## config.mk

```make
export PLATFORM = sky130hd
export DESIGN_NAME = sensor_noise_inject
export DESIGN_NICKNAME = d
export VERILOG_FILES = /design/src/rtl/sensor_noise_inject_pkg.sv /design/src/rtl/noise_lfsr.sv /design/src/rtl/sensor_noise_inject.sv
export SDC_FILE = /design/constraint.sdc
export NUM_CORES = 1
export LEC_CHECK = 0
export BUFFER_PORTS_ARGS = -buffer_cell sky130_fd_sc_hd__buf_2
export CORE_AREA = 2 2 100 102
export CTS_CLUSTER_DIAMETER = 100
export DETAILED_ROUTE_END_ITERATION = 8
export DIE_AREA = 0 0 102 104
export PLACE_DENSITY = 0.79
export SETUP_SLACK_MARGIN = 0.05
export SLEW_MARGIN = 5
export SYNTH_ARGS = -nofsm -noshare
export SYNTH_HDL_FRONTEND = slang
export SYNTH_SLANG_ARGS = --single-unit
```

## constraint.sdc

```tcl
create_clock -name clk -period 4.1 [get_ports clk]
set_clock_uncertainty 0.1 [all_clocks]
set_input_delay 0.41 -clock clk [delete_from_list [all_inputs] [get_ports clk]]
set_output_delay 0.41 -clock clk [all_outputs]
set_load 0.01 [all_outputs]
```

## src/rtl/sensor_noise_inject_pkg.sv

```systemverilog
// Shared constants for the sensor noise injector: noise modes and LFSR settings.
package sensor_noise_inject_pkg;

  typedef enum logic [1:0] {
    MODE_BYPASS      = 2'd0,
    MODE_RANDOM      = 2'd1,
    MODE_SALT_PEPPER = 2'd2,
    MODE_FIXED       = 2'd3
  } noise_mode_e;

  // Right-shifting Galois form of x^16+x^14+x^13+x^11+1
  localparam logic [15:0] LFSR_TAPS      = 16'hB400;
  localparam logic [15:0] LFSR_ZERO_SEED = 16'h0001;

  function automatic logic [15:0] fix_seed(input logic [15:0] seed);
    return (seed == 16'h0000) ? LFSR_ZERO_SEED : seed;
  endfunction

endpackage

```

## src/rtl/noise_lfsr.sv

```systemverilog
// Free-running Galois LFSR; advances every clock, reloads SEED on reset.
module noise_lfsr #(
  parameter int               WIDTH = 16,
  parameter logic [WIDTH-1:0] SEED  = '1,
  parameter logic [WIDTH-1:0] TAPS  = '1
) (
  input  logic             clk,
  input  logic             reset_n,
  output logic [WIDTH-1:0] lfsr
);

  always_ff @(posedge clk or negedge reset_n) begin
    if (!reset_n) lfsr <= SEED;
    else          lfsr <= {1'b0, lfsr[WIDTH-1:1]} ^ (lfsr[0] ? TAPS : '0);
  end

endmodule

```

## src/rtl/sensor_noise_inject.sv

```systemverilog
// Registered pixel pipeline that overwrites pixels with LFSR-driven noise at
// LFSR-driven gaps; configuration is captured once per frame.
module sensor_noise_inject
  import sensor_noise_inject_pkg::*;
#(
  parameter int          DATA_WIDTH  = 8,
  parameter int          CHANNEL_NUM = 1,
  parameter logic [15:0] LFSR_SEED   = 16'hACE1
) (
  input  logic                              clk,
  input  logic                              reset_n,
  input  logic                              i_noise_en,
  input  logic [1:0]                        iv_noise_mode,
  input  logic [15:0]                       iv_gap_mask,
  input  logic [DATA_WIDTH-1:0]             iv_noise_value,
  input  logic                              i_fval,
  input  logic                              i_lval,
  input  logic [DATA_WIDTH*CHANNEL_NUM-1:0] iv_pix_data,
  output logic                              o_fval,
  output logic                              o_lval,
  output logic [DATA_WIDTH*CHANNEL_NUM-1:0] ov_pix_data,
  output logic [15:0]                       ov_noise_cnt
);

  localparam int          CH_BITS  = (CHANNEL_NUM > 1) ? $clog2(CHANNEL_NUM) : 1;
  localparam logic [15:0] SEED_EFF = fix_seed(LFSR_SEED);

  logic [15:0] lfsr;

  noise_lfsr #(.WIDTH(16), .SEED(SEED_EFF), .TAPS(LFSR_TAPS)) u_lfsr (
    .clk     (clk),
    .reset_n (reset_n),
    .lfsr    (lfsr)
  );

  logic                  fval_d;
  logic                  en_q;
  noise_mode_e           mode_q;
  logic [15:0]           mask_q;
  logic [DATA_WIDTH-1:0] value_q;
  logic [15:0]           gap_cnt;
  logic [15:0]           target;
  logic [15:0]           noise_cnt;

  logic                  frame_start, frame_end, beat, active, inject;
  logic                  en_eff;
  noise_mode_e           mode_eff;
  logic [15:0]           mask_eff, gap_eff, target_eff;
  logic [DATA_WIDTH-1:0] value_eff, noise_val;
  logic [CH_BITS-1:0]    ch_sel;
  logic [15:0]           gap_next, target_next, cnt_base, cnt_next;
  logic [DATA_WIDTH*CHANNEL_NUM-1:0] pix_next;

  assign frame_start = i_fval & ~fval_d;
  assign frame_end   = ~i_fval & fval_d;
  assign beat        = i_fval & i_lval;
  assign ch_sel      = (CHANNEL_NUM > 1) ? lfsr[CH_BITS-1:0] : '0;

  // On the frame-start cycle the fresh configuration applies immediately.
  assign en_eff     = frame_start ? i_noise_en                  : en_q;
  assign mode_eff   = frame_start ? noise_mode_e'(iv_noise_mode) : mode_q;
  assign mask_eff   = frame_start ? iv_gap_mask                 : mask_q;
  assign value_eff  = frame_start ? iv_noise_value              : value_q;
  assign gap_eff    = frame_start ? 16'h0000                    : gap_cnt;
  assign target_eff = frame_start ? (lfsr & iv_gap_mask)        : target;
  assign cnt_base   = frame_start ? 16'h0000                    : noise_cnt;

  assign active = en_eff && (mode_eff != MODE_BYPASS);
  assign inject = active && beat && (gap_eff == target_eff);

  always_comb begin
    noise_val = value_eff;
    case (mode_eff)
      MODE_RANDOM:      noise_val = lfsr[DATA_WIDTH-1:0];
      MODE_SALT_PEPPER: noise_val = lfsr[15] ? '1 : '0;
      default:          noise_val = value_eff;
    endcase
  end

  always_comb begin
    pix_next = iv_pix_data;
    for (int c = 0; c < CHANNEL_NUM; c++) begin
      if (inject && (ch_sel == CH_BITS'(c)))
        pix_next[c*DATA_WIDTH +: DATA_WIDTH] = noise_val;
    end
  end

  always_comb begin
    gap_next    = gap_eff;
    target_next = target_eff;
    cnt_next    = cnt_base;
    if (!active) begin
      gap_next = 16'h0000;
    end else if (inject) begin
      gap_next    = 16'h0000;
      target_next = lfsr & mask_eff;
      if (cnt_base != 16'hFFFF) cnt_next = cnt_base + 16'd1;
    end else if (beat) begin
      gap_next = gap_eff + 16'd1;
    end
  end

  // fval_d resets high so a frame already running at reset release is not a frame start.
  always_ff @(posedge clk or negedge reset_n) begin
    if (!reset_n) begin
      fval_d       <= 1'b1;
      en_q         <= 1'b0;
      mode_q       <= MODE_BYPASS;
      mask_q       <= 16'h0000;
      value_q      <= '0;
      gap_cnt      <= 16'h0000;
      target       <= 16'h0000;
      noise_cnt    <= 16'h0000;
      o_fval       <= 1'b0;
      o_lval       <= 1'b0;
      ov_pix_data  <= '0;
      ov_noise_cnt <= 16'h0000;
    end else begin
      fval_d      <= i_fval;
      en_q        <= en_eff;
      mode_q      <= mode_eff;
      mask_q      <= mask_eff;
      value_q     <= value_eff;
      gap_cnt     <= gap_next;
      target      <= target_next;
      noise_cnt   <= cnt_next;
      o_fval      <= i_fval;
      o_lval      <= i_lval;
      ov_pix_data <= pix_next;
      if (frame_end) ov_noise_cnt <= cnt_next;
    end
  end

endmodule

```

After elaboration in Yosys (flattened, before gate mapping)
Index checks and enable logic that the tools add are counted.
- $add $sub $neg: 2
- equal/unequal tests: 4
- multiplexer cells: 19
- bitwise operators: 8
- reduce and logical (&&, ||, !) cells: 4
- operator list (kind ; number):
    two-way mux 16 bit ; 13
    adder 16 x 1 -> 16 bit, second input constant ; 2
    AND 16 bit ; 2
    two-way mux 8 bit ; 3
    equality test 16 bit ; 1
    != test 16 bit, second input constant ; 1
    case mux 8 bit (2 select lines) ; 1
    XOR 15 x 16 -> 16 bit ; 1
    AND 1 bit ; 3
    logical AND 1 bit ; 3
    equality test 2 x 1 -> 1 bit, second input constant ; 1
    equality test 2 bit, second input constant ; 1
    two-way mux 2 bit ; 1
    inverter 1 bit ; 2
    nonzero test 2 bit ; 1
    two-way mux 1 bit ; 1
- flip-flop bits (word level): 118
- output and inout port bits: 26

Logic depth before layout (Yosys ltp)
- depth after elaboration: 9
- gate-level depth with buffers: 12
- depth with buffers taken out: 8

Cells and area by module
A second synthesis with hierarchy kept.
- cell total of the unflattened synthesis: 557
- area total of the unflattened synthesis: 5372.7 um2
- by module, submodules not included (module ; instances ; cells an instance ; area an instance (um2) ; sequential area each (um2)):
    sensor_noise_inject ; 1 ; 538 ; 4936.0 ; 2553.7
    noise_lfsr ; 1 ; 19 ; 436.7 ; 410.4

Worst setup path before layout
Ideal clock, no wire load.
- kind: register -> register
- start: register fval_d
- end: register ov_pix_data[0]
- setup time: 0.128 ns
- arrival time: 2.885 ns
- required time: 3.872 ns
- path slack: 0.988 ns
- cell stages (with the launch flop): 11
- buffers on the path: 4
- cells stage by stage: dfstp_2 > nand2b_1 > buf_4 > buf_4 > clkbuf_1 > mux2i_1 > ha_1 > clkbuf_1 > a21boi_0 > a21oi_1 > mux2_1
- longest elaborated chain between the ends: 8
- elaborated cells between the ends (all ways): 16
- those cells by class: eq/ne: 3; mux: 7; bitwise: 2; reduce/logical: 4
- ends and longest elaborated chain (what ; line ; text):
    start: declaration ; sensor_noise_inject.sv:36 ; logic fval_d;
    start signal: assignment ; sensor_noise_inject.sv:119 ; fval_d <= i_fval;
    inverter 1 bit (*) ; sensor_noise_inject.sv:54 ; assign frame_start = i_fval & ~fval_d;
    AND 1 bit (*) ; sensor_noise_inject.sv:54 ;
    parallel branches: the longest is 5 deep, another holds two-way mux 16 bit ; - ;
    two-way mux 8 bit (*) ; sensor_noise_inject.sv:83 ; if (inject && (ch_sel == CH_BITS'(c)))
    named net pix_next[0] ; sensor_noise_inject.sv:52 ; logic [DATA_WIDTH*CHANNEL_NUM-1:0] pix_next;
    end signal: assignment ; sensor_noise_inject.sv:129 ; ov_pix_data <= pix_next;
    end: declaration ; sensor_noise_inject.sv:21 ; output logic [DATA_WIDTH*CHANNEL_NUM-1:0] ov_pix_data,
Mark *: on every way through the listed nets, which the timed path passes.
A chain may end at the register's enable or synchronous reset.

Worst setup path after layout
- start: register fval_d
- end: register ov_pix_data[4]
The elaborated chain is that of the path after synthesis.

==> metrics.txt <==
CP endpoint kind=flop; reg-to-reg endpoint=ov_pix_data[4]; NumNets Final=approximately 630; WL per Instance=17.1 µm; Netlist cell types=58; Setup TNS=0 ns; Post-synth top cells=109 x dfrtp_1, 109 x nand2_1, 25 x nor2_1; layout cell share with drive strength beyond 1=between 20% and 30%; combinational family with the most area after synthesis=simple AND/OR/NAND/NOR gates; die extent in x=102 µm; Post-synth EDFFs=0; Yosys reg bits=118; CTS clock-pin slew for the worst setup and hold paths=0.05 ns; fin crit period=about 3.4 ns; DP Worst Slack=0.796 ns; Root Buffer=clkbuf_8; Worst Hold Depth=3; Net Count, Synth=550; initial core utilization=about 57%; DR iter-0 viols=between 200 and 300; Reg2Reg Depth=6; Vias=between 4k and 5k; result of the run=completed; 1st-pass router iterations=5; H-tree lvl count=4; fillers=between 700 and 800; syn_area_per_cell=about 11 µm²; maximum vdd drop=approximately 0.34 mV; routed wl met3=~760 µm; Synth top area share=50.2%; final setup margin=~0.75 ns; CTS buffer count=17; Adder-Cell Fraction of Synth Area=less than 1%; max-cap viol count=0; grt ovf=0; Peak Freq=just under 300 MHz; reg-to-reg slack, setup=between 0.7 and 0.8 ns; Std-Cell Rows=36; Mapped Cells=around 510; largest area contributor in the netlist=dfrtp_1; register area share after synthesis=between 50% and 60%; CTS resizes=0; Slew Limit Fails=0; RSZ-0062 raised after global routing=no; met2 WL=5990 µm; die area=about 0.011 mm²; clock sinks=around 120; Crit Path Category=reg -> reg; IO Pins=between 60 and 70; endpoints failing hold=0; WL final=approximately 13000 µm; Clock Latency Late Sink=approximately 0.53 ns; Critical R2R Launch=fval_d; deepest clock path buffer count=2; Async SR Flop Fraction=100%; Top Layer Used=met4; Cell Area, Synth=~0.0054 mm²; Total GRT Usage=25.9%; met1 wire length=between 5000 and 6000 µm; mux cell area share after synthesis=between 5 and 6%; Synth Flop Type=dfrtp_1; Tcrit/Tclk final=~80%; Post-DP HPWL=approximately 8300 µm; arrival time worst endpoint=~3.7 ns; TritonCTS clock tree=yes; HP Class=in -> reg; first-pass GRT wire length=between 20000 and 25000 µm; Port Buffers=64; max_slew headroom=38.8%; Placer Congestion=about 0.84; crit-path max FO=29; Post-Synth Simple-Gate Area=18.7%; Slew @ Worst Pin=a little over 0.9 ns; # setup viols final=0; Die Y=104 µm; hold worst-path end=value_q[0]; largest net degree at the start of global routing=45; vias in the first global route=about 4.3k; utilization after layout=68.9%; WHS=~0.012 ns; DRC errors left=0; post-synthesis compound-gate area fraction=between 10% and 20%; type of origin of the critical path=flop; initial antenna violation count=0; hold wc startpoint=iv_noise_value[0]; Static Leak=about 3.1 nW; vias per cell=5.77; Req. time, crit path=between 4 and 5 ns; xor/xnor share of the synthesized area=approximately 4.4%; Layout area overhead=21.2%; top cells by area, synth=dfrtp_1 50%, nand2_1 7.5%, dfstp_2 4.4%, mux2_2 3.1%, o31ai_1 2.8%; Antenna Nets Post-Route=0; Core Area=0.00955 mm²; Power Density=roughly 440 mW/mm²; synth warn=0; n_diodes=0
-- area by class of cell --
type,instances,area [µm²],area share (%)
tap,133,166,2.53
multi-input combinational,351,2280,34.7
timing repair buffer,86,536,8.14
inverter,14,52.6,0.798
clock inverter,2,35.0,0.532
sequential,118,2960,45.0
clock buffer,30,543,8.25
-- timing repair --
action                                  in CTS  in global routing
endpoints found under the hold margin       54                  0
endpoints found under the setup margin       0                  0
setup buffers                                0                  0
hold buffers                                14                  0
-- cell usage in the layout (no fill, tap or decap), types with 4 or more instances in the layout --
cell	instances
nand2_1	109
dfrtp_1	109
buf_2	63
nor2_1	25
o31ai_1	20
a22o_1	16
clkbuf_16	16
xor2_1	15
nand3_1	15
mux2_2	15
inv_1	14
a21oi_1	14
dlygate4sd3_1	14
xnor2_1	12
mux2_1	9
clkbuf_8	9
dfstp_2	9
and3_1	8
buf_4	8
nand4_1	7
nand2b_1	6
mux2i_1	5
a22oi_1	5
nor3_1	5
o21a_1	5
clkbuf_1	5
nor4_2	4
ha_1	4
-- kinds of logic after synthesis --
group,Yosys count
and+or+nand+nor,207
DFF,118
muxes,29
adders and majority gates,4
buffers and inverters,38
xor gates and xnor gates,27
AOI/OAI and AO/OA,84
-- per-stage QoR --
| stage | power [W] | std cells | area (µm²) |
|---|---|---|---|
| 2_1_floorplan | 0.00142 | 507 | 5430 |
| 3_3_place_gp | 0.00151 | 688 | 5860 |
| 3_5_place_dp | 0.00152 | 688 | 5860 |
| 4_1_cts | 0.00294 | 734 | 6580 |
| 5_1_grt | 0.00303 | 734 | 6580 |
| 6_report | 0.00293 | 734 | 6580 |
-- report_power, final --
group          switching, W  internal (W)  leakage [nW]
sequential        0.0000180       0.00121          1.55
clock              0.000483      0.000933         0.286
combinational      0.000184     0.0000975          1.26
-- sequential cells by signal (all words and copies together), names as in the netlist --
register,count
value_q,8
noise_cnt,16
target,16
mask_q,16
ov_pix_data,8
mode_q,2
o_lval,1
en_q,1
gap_cnt,16
o_fval,1
u_lfsr.lfsr,16
ov_noise_cnt,16
fval_d,1
-- worst max-delay path, cell delays in order (launching register included) --
cell and delay, ns:
dfstp_2 0.56, nand2b_2 0.55, mux2i_1 0.25, ha_1 0.49
a21boi_0 0.75, a21oi_1 0.17, mux2_1 0.34
-- per-layer routing --
metal  GRT usage, %  vias to the layer above
met5              0                        -
met4           10.2                        0
met3           6.65                       18
met2           38.3                      143
met1           36.5                     2122
li1               -                     1950
-- how the worst max path moves through the flow --
stage / startpoint / to / slack [ns] / depth (start not counted)
CTS: fval_d / ov_pix_data[0] / 0.78 / 6
global route: fval_d / ov_pix_data[0] / 0.42 / 6
finish: fval_d / ov_pix_data[4] / 0.75 / 6
detailed placement: fval_d / ov_pix_data[0] / 0.80 / 6
floorplan: fval_d / ov_pix_data[0] / 0.99 / 10
global placement: fval_d / ov_pix_data[0] / 0.96 / 6
Power figures use the tool's default switching activity.
